==> src/rtl/msrv32_lsu_pkg.sv <==
// Shared encodings for the load/store unit: FSM states, access sizes,
// the write-back select value and the registered request record.
package msrv32_lsu_pkg;

    typedef enum logic [1:0] {
        LSU_IDLE = 2'd0,
        LSU_BUSY = 2'd1,
        LSU_DONE = 2'd2
    } lsu_state_e;

    localparam logic [1:0] SZ_B = 2'b00;
    localparam logic [1:0] SZ_H = 2'b01;
    localparam logic [1:0] SZ_W = 2'b10;

    // Write-back mux select for load-unit data; the decoder uses the same value.
    localparam logic [2:0] WB_LU = 3'd1;

    typedef struct packed {
        logic        we;
        logic [1:0]  size;
        logic        uns;
        logic [1:0]  off;
        logic [31:0] wdata;
        logic [3:0]  mask;
    } lsu_req_t;

    function automatic logic [3:0] store_mask(input logic [1:0] size, input logic [1:0] off);
        case (size)
            SZ_B:    return 4'b0001 << off;
            SZ_H:    return off[1] ? 4'b1100 : 4'b0011;
            default: return 4'b1111;
        endcase
    endfunction

endpackage

==> src/rtl/msrv32_load_align.sv <==
// Combinational load extract/extend: picks the byte or half addressed by
// offset from a bus word and sign- or zero-extends it to 32 bits.
module msrv32_load_align
    import msrv32_lsu_pkg::*;
(
    input  logic [31:0] rdata_in,
    input  logic [1:0]  offset_in,
    input  logic [1:0]  size_in,
    input  logic        unsigned_in,
    output logic [31:0] data_out
);

    logic [7:0]  b;
    logic [15:0] h;

    always_comb begin
        b        = rdata_in[{offset_in, 3'b000} +: 8];
        h        = offset_in[1] ? rdata_in[31:16] : rdata_in[15:0];
        data_out = rdata_in;
        case (size_in)
            SZ_B:    data_out = {{24{~unsigned_in & b[7]}}, b};
            SZ_H:    data_out = {{16{~unsigned_in & h[15]}}, h};
            default: data_out = rdata_in;
        endcase
    end

endmodule

==> src/rtl/msrv32_lsu.sv <==
// Single-outstanding load/store unit with wait-state bus handshake and stall.
// Optional bus timeout: define MSRV32_LSU_TIMEOUT_EN.
module msrv32_lsu
    import msrv32_lsu_pkg::*;
#(
    parameter int ADDR_W         = 32,
    parameter int TIMEOUT_CYCLES = 255
) (
    input  logic              clk_in,
    input  logic              rst_in,
    input  logic              mem_wr_req_in,
    input  logic              mem_rd_req_in,
    input  logic [1:0]        load_size_in,
    input  logic              load_unsigned_in,
    input  logic              misaligned_load_in,
    input  logic              misaligned_store_in,
    input  logic              trap_taken_in,
    input  logic [ADDR_W-1:0] iadder_in,
    input  logic [31:0]       rs2_in,
    output logic              d_req_out,
    output logic              d_we_out,
    output logic [ADDR_W-1:0] d_addr_out,
    output logic [31:0]       d_wdata_out,
    output logic [3:0]        d_wr_mask_out,
    input  logic              d_ack_in,
    input  logic [31:0]       d_rdata_in,
    input  logic              d_err_in,
    output logic              stall_out,
    output logic [31:0]       lu_data_out,
    output logic              lu_valid_out,
    output logic              access_fault_out
);

    lsu_state_e        state, state_nxt;
    lsu_req_t          req, req_nxt;
    logic [ADDR_W-1:0] addr_q;
    logic [31:0]       aligned;
    logic              issue, timeout, busy_ack;

    assign issue = (mem_rd_req_in | mem_wr_req_in)
                 & ~((mem_rd_req_in & misaligned_load_in) | (mem_wr_req_in & misaligned_store_in))
                 & ~trap_taken_in;
    assign busy_ack = (state == LSU_BUSY) & d_ack_in;

`ifdef MSRV32_LSU_TIMEOUT_EN
    localparam int CNT_W = ($clog2(TIMEOUT_CYCLES + 1) > 8) ? $clog2(TIMEOUT_CYCLES + 1) : 8;
    logic [CNT_W-1:0] cnt;

    // Held at zero while idle, so it starts from zero on every BUSY entry.
    always_ff @(posedge clk_in) begin
        if (rst_in || state != LSU_BUSY) cnt <= '0;
        else if (!d_ack_in)              cnt <= cnt + 1'b1;
    end

    assign timeout = (state == LSU_BUSY) & ~d_ack_in & (cnt == CNT_W'(TIMEOUT_CYCLES - 1));
`else
    assign timeout = 1'b0;
`endif

    always_comb begin
        req_nxt       = '0;
        req_nxt.we    = mem_wr_req_in;
        req_nxt.size  = load_size_in;
        req_nxt.uns   = load_unsigned_in;
        req_nxt.off   = iadder_in[1:0];
        req_nxt.mask  = mem_wr_req_in ? store_mask(load_size_in, iadder_in[1:0]) : 4'b0000;
        case (load_size_in)
            SZ_B:    req_nxt.wdata = {4{rs2_in[7:0]}};
            SZ_H:    req_nxt.wdata = {2{rs2_in[15:0]}};
            default: req_nxt.wdata = rs2_in;
        endcase
    end

    always_comb begin
        state_nxt = state;
        stall_out = 1'b0;
        case (state)
            LSU_IDLE: begin
                stall_out = issue;
                if (issue) state_nxt = LSU_BUSY;
            end
            LSU_BUSY: begin
                stall_out = 1'b1;
                if (d_ack_in)     state_nxt = (d_err_in || req.we) ? LSU_IDLE : LSU_DONE;
                else if (timeout) state_nxt = LSU_IDLE;
            end
            LSU_DONE: begin
                stall_out = 1'b1;
                state_nxt = LSU_IDLE;
            end
            default: state_nxt = LSU_IDLE;
        endcase
    end

    always_ff @(posedge clk_in) begin
        if (rst_in) begin
            state            <= LSU_IDLE;
            req              <= '0;
            addr_q           <= '0;
            lu_data_out      <= 32'h0;
            access_fault_out <= 1'b0;
        end else begin
            state            <= state_nxt;
            access_fault_out <= (busy_ack & d_err_in) | timeout;
            if (state == LSU_IDLE && issue) begin
                req    <= req_nxt;
                addr_q <= {iadder_in[ADDR_W-1:2], 2'b00};
            end
            if (busy_ack && !d_err_in && !req.we) lu_data_out <= aligned;
        end
    end

    msrv32_load_align u_align (
        .rdata_in    (d_rdata_in),
        .offset_in   (req.off),
        .size_in     (req.size),
        .unsigned_in (req.uns),
        .data_out    (aligned)
    );

    assign d_req_out     = (state == LSU_BUSY);
    assign lu_valid_out  = (state == LSU_DONE);
    assign d_we_out      = req.we;
    assign d_addr_out    = addr_q;
    assign d_wdata_out   = req.wdata;
    assign d_wr_mask_out = req.mask;

endmodule

==> config.mk <==
export PLATFORM = sky130hd
export DESIGN_NAME = msrv32_lsu
export DESIGN_NICKNAME = d
export VERILOG_FILES = /design/src/rtl/msrv32_lsu_pkg.sv /design/src/rtl/msrv32_load_align.sv /design/src/rtl/msrv32_lsu.sv
export SDC_FILE = /design/constraint.sdc
export NUM_CORES = 1
export LEC_CHECK = 0
export BUFFER_PORTS_ARGS = -buffer_cell sky130_fd_sc_hd__buf_4
export CAP_MARGIN = 20
export CELL_PAD_IN_SITES_DETAIL_PLACEMENT = 2
export CELL_PAD_IN_SITES_GLOBAL_PLACEMENT = 2
export CORE_MARGIN = 2
export CORE_UTILIZATION = 31
export DETAILED_ROUTE_END_ITERATION = 8
export PLACE_DENSITY_LB_ADDON = 0.1
export SETUP_SLACK_MARGIN = 0.05
export SLEW_MARGIN = 20
export SYNTH_ARGS = -nofsm -noshare
export SYNTH_HDL_FRONTEND = slang
export SYNTH_SLANG_ARGS = --single-unit
==> constraint.sdc <==
create_clock -name clk_in -period 2.3 [get_ports clk_in]
set_input_delay 0.46 -clock clk_in [delete_from_list [all_inputs] [get_ports clk_in]]
set_output_delay 0.46 -clock clk_in [all_outputs]
set_load 0.02 [all_outputs]
# [After elaboration in Yosys (flattened, before gate mapping)]
# Cells that the tools add are included.
[op_classes] eq_ne=6 shift=2 mux=11 bitwise=13 reduce_logical=11
[ops] op="$pmux W32 S2" count=2
[ops] op="$shiftx A32 B6 Y8" count=1
[ops] op="$mux W16" count=1
[ops] op="$and A1 B1 Y1" count=8
[ops] op="$mux W4" count=2
[ops] op="$pmux W4 S2" count=1
[ops] op="$eq A2 B1 Y1 const B" count=3
[ops] op="$logic_not A2 Y1" count=3
[ops] op="$mux W2" count=3
[ops] op="$pmux W2 S2" count=1
[ops] op="$shl A1 B2 Y4 const A" count=1
[ops] op="$logic_and A1 B1 Y1" count=3
[ops] op="$not A1 Y1" count=3
[ops] op="$eq A2 B2 Y1 const B" count=1
[ops] op="$logic_not A1 Y1" count=2
[ops] op="$ne A2 B1 Y1 const B" count=1
[ops] op="$ne A2 B2 Y1 const B" count=1
[ops] op="$or A1 B1 Y1" count=2
[ops] op="$pmux W1 S2" count=1
[ops] op="$reduce_and A2 Y1" count=1
[ops] op="$reduce_or A2 Y1" count=1
[ops] op="$logic_or A1 B1 Y1" count=1
[totals] regBits=107 input_bits=108 wordCells=53

# [Logic depth before layout (Yosys ltp)]
[logic_depth] word_depth=7 ltp_mapped=8 depth_no_buf=5

# [Modules after synthesis]
# Synthesis repeated with hierarchy kept, for this count alone.
[unflattened] hier_cells=688 area_unflattened_um2=5131.2
[modules_own_cells] mod="msrv32_lsu" instances=1 cells_each=566 area_each_um2=4436.8
[modules_own_cells] mod="msrv32_load_align" instances=1 cells_each=122 area_each_um2=694.4

# [Least setup slack after synthesis]
# No wires, ideal clock.
[synth_path] path_type="input-to-output" from="input port mem_wr_req_in" to="output port stall_out" t_arrival_ns=1.496 t_required_ns=1.840 setup_slack_ns=0.344 path_stages=6 cell_sequence="buf_2 -> a21o_1 -> buf_4 -> nor4_2 -> buf_2 -> o21ba_2"
[synth_between] elab_chain_cells=6 word_cells_on_any_way=7 cone_classes="1 x mux; 6 x bitwise"
[synth_lines] element="start: declaration" line="msrv32_lsu.sv:11" rtl="input logic mem_wr_req_in,"
[synth_lines] element="$and A1 B1 Y1" line="msrv32_lsu.sv:41" rtl="& ~((mem_rd_req_in & misaligned_load_in) | (mem_wr_req_in & misaligned_store_in))"
[synth_lines] element="$or A1 B1 Y1" line="msrv32_lsu.sv:41"
[synth_lines] element="$not A1 Y1" line="msrv32_lsu.sv:41"
[synth_lines] element="$and A1 B1 Y1 *" line="msrv32_lsu.sv:41"
[synth_lines] element="$and A1 B1 Y1 *" line="msrv32_lsu.sv:42" rtl="& ~trap_taken_in;"
[synth_lines] element="$pmux W1 S2 *" line="msrv32_lsu.sv:77" rtl="case (state)"
[synth_lines] element="end: declaration" line="msrv32_lsu.sv:28" rtl="output logic stall_out,"
# Mark *: on every way between the ends. The rest lies on a longest branch, timed or not.

# [Final worst setup path]
[layout_path] from="register state[1]" to="output port stall_out"
[layout_between] elab_chain_cells=3 word_cells_on_any_way=5 cone_classes="2 x eq/ne; 1 x mux; 2 x reduce/logical"
[layout_lines] element="start: declaration" line="msrv32_lsu.sv:34" rtl="lsu_state_e state, state_nxt;"
[layout_lines] element="start signal: assignment" line="msrv32_lsu.sv:103" rtl="state <= state_nxt;"
[layout_lines] element="$eq A2 B1 Y1 / $eq A2 B2 Y1 (equally long branches)" line="msrv32_lsu.sv:77"
[layout_lines] element="$reduce_or A2 Y1 (no line)"
[layout_lines] element="$pmux W1 S2 *" line="msrv32_lsu.sv:77"
# Marks and branches as above.

==> impl_metrics.toml <==
[route]
routed_wl_mm = 23.9
vias = 6117
vias_per_cell = 5.75
dr.pass1.iters = 5
drtAntennaViolNets = 0
first_iter_violations = 226
routedWlPerCell_um = 22.4
drc = 0

[power]
vdd_drop_max_mv = 0.351
p_leak_nw = 3.06
p_per_area_nw_per_um2 = 602

[critical_path]
rrSetupSlack_ns = 0.37
worstPathCellList = "inv_1 -> ha_1 -> inv_1 -> nor4_4 -> o21ba_2 -> buf_4"
reg2reg_to = "lu_data_out[13]"
crit_path_start = "state[1]"
worst-endpoint-arrival_ns = 1.63
crit_path_start_kind = "flip-flop"
crit_end = "stall_out"
cp_data_required_time_ns = 1.84
r2r-start = "state[1]"
crit_type = "flip-flop to output port"
slowest_delay_ns = 0.42
cp-end-kind = "output port"
rr_worst_depth = 6
cp_max_fo = 5
crit_top_cell = "inv_1"
crit_path_top_delay_cell = "dfxtp_1"

[cts]
cts_sinks = 107
cts_setup_buffers = 0
clk_path_buf_depth = 2
ctsHoldBuffers = 0
htreeDepth = 3
cts_tree = "built"
clock-root-buffer = "clkbuf_16"
numCtsBuffers = 9
cts.clk_slew.worst_paths_ns = 0.07
ctsResizeCount = 0
clk_latency_ns = 0.36

[sta]
timing.slew.headroom = 0.587
period_share = 0.907
final-setup-viol-count = 0
final_max_slew_viol_count = 0
hold_viol_final = 0
max_freq_mhz = 479
finalCriticalPeriod_ns = 2.09
skew_ns = 0.00977
rsz0062_at_grt = "no"
fin_tns_setup_ns = 0
tightestPinTransition_ns = 0.618

[global_route]
grtUsageTotal = 0.228
antenna_found_initial = 1
grt_max_degree = 49
grt-ovfl-total = 0
grt_pass1_wl_mm = 36.7
grt_pass1_vias = 6377

[final_layout]
area_growth_pct = 29.3
drive_above_1_share = 0.363
final_cell_mix = "buf_4 (229), dfxtp_1 (106), a21oi_1 (73)"
final_nets = 905
final_common_cell = "buf_4"
fin_area_um2 = 7790
finish.utilization = 0.404
final.fill_count = 2121

[die]
die_height_um = 143
rows = 51
initial_core_util = 0.313
coreArea_um2 = 19300
dieArea_um2 = 20600
pin_count = 213
die_x_um = 143

[synthesis]
syn-cell-area_um2 = 6030
async_flop_share = 0
synthDistinctLibCells = 54
synth_top_area_share = 0.355
synth_edf_count = 0
synth.avg_cell_area_um2 = 8.96
synth_area_leaders = "dfxtp_1 (36%), o2111ai_1 (6.4%), o41ai_1 (6.4%)"
yosysTopAreaCell = "dfxtp_1"
yosysSeqAreaShare = 0.355
synthFlopType = "dfxtp_1"
ys_ff_latch = 107
postSynthCellCount = 673
synth_warnings = 0

[placed_design]
place.gp.congestion = 0.863
placed_area_um2 = 7500
hpwl_mm = 16.7
port_buffers = 210

[flow_run]
maxCapViolCount = 0

[hold_path]
hold_class = "primary input to flip-flop"

[outcome]
status = "complete, no violations"
==> sequential cells by signal (all words and copies together) (netlist names) <==
register,cells
state,2
d_wdata_out,32
d_we_out,1
lu_data_out,32
d_addr_out,30
access_fault_out,1
d_wr_mask_out,4
req,5
==> cell families after synthesis <==
group                      count (synthesis)  synth area share
AOI/OAI and AO/OA                        283             0.340
adders and majority gates                  4           0.00830
buffers and inverters                    133             0.119
DFF                                      107             0.355
muxes                                     47            0.0830
other                                      1          0.000622
and+or+nand+nor                           98            0.0932
==> report_power, final <==
group | internal [W] | switching (W)
Sequential | 0.00194 | 0.0000641
Combinational | 0.000438 | 0.000631
Clock | 0.000871 | 0.000747
==> cell type report <==
type	instances	area (um^2)	area share
Multi-Input combinational cell	434	3210	0.412
Tap cell	265	332	0.0425
Clock buffer	11	243	0.0311
Timing Repair Buffer	232	1780	0.228
Antenna cell	1	2.50	0.000321
Inverter	9	33.8	0.00434
Sequential cell	107	2140	0.275
Clock inverter	4	51.3	0.00658
==> metal layers <==
metal | up-vias | wire length [um] | global-route usage | part of all wire
met5 | - | 0 | 0 | 0
met4 | 0 | 322 | 0.0599 | 0.013
met3 | 20 | 1420 | 0.0447 | 0.059
met2 | 183 | 11700 | 0.377 | 0.49
met1 | 3069 | 10400 | 0.305 | 0.44
li1 | 2845 | - | - | -
==> cell usage after synthesis (2+ instances only) <==
library cell  number
dfxtp_1          107
o21ba_2            2
a21oi_1           73
buf_1              2
mux2_2            24
nand2_1           40
nand3b_1           7
o32ai_1            4
a221oi_1           9
buf_2             31
clkbuf_1          44
and3_1            16
a311oi_1          15
nand4_1            2
nor2_1             2
ha_1               4
mux2i_1           23
o2111ai_1         44
nor2b_1            5
inv_1              8
and3b_1            2
buf_4             46
a211oi_1          24
a31oi_1            3
o41ai_1           44
nand2b_1          10
o21ai_0           33
a41oi_1           16
o22ai_1            8
==> critical path: cells and delay by family, from the launching register on <==
kind,cells,cell delay [ns]
AOI/OAI and AO/OA,1,0.19
DFF,1,0.42
adders and majority gates,1,0.20
and+or+nand+nor,1,0.05
buffers and inverters,3,0.39
==> per-stage QoR <==
step	power [W]	worst slack (ns)	instances	hold slack, ns
floorplan	0.00268	0.344	674	0.443
global placement	0.00309	0.469	1047	0.450
detailed placement	0.00312	0.401	1047	0.463
CTS	0.00474	0.120	1062	0.301
global route	0.00491	0.120	1063	0.308
finish	0.00469	0.214	1063	0.308
==> worst min-delay path by stage <==
stage | start | to | cells after the start
after global routing | rst_in | d_we_out | 2
after floorplan | d_wdata_out[0] | d_wdata_out[0] | 2
final | rst_in | d_we_out | 2
after CTS | rst_in | d_we_out | 2
after detailed placement | d_addr_out[5] | d_addr_out[5] | 2
after global placement | d_addr_out[13] | d_addr_out[13] | 2
No activity file was read; power rests on OpenSTA's default activity.
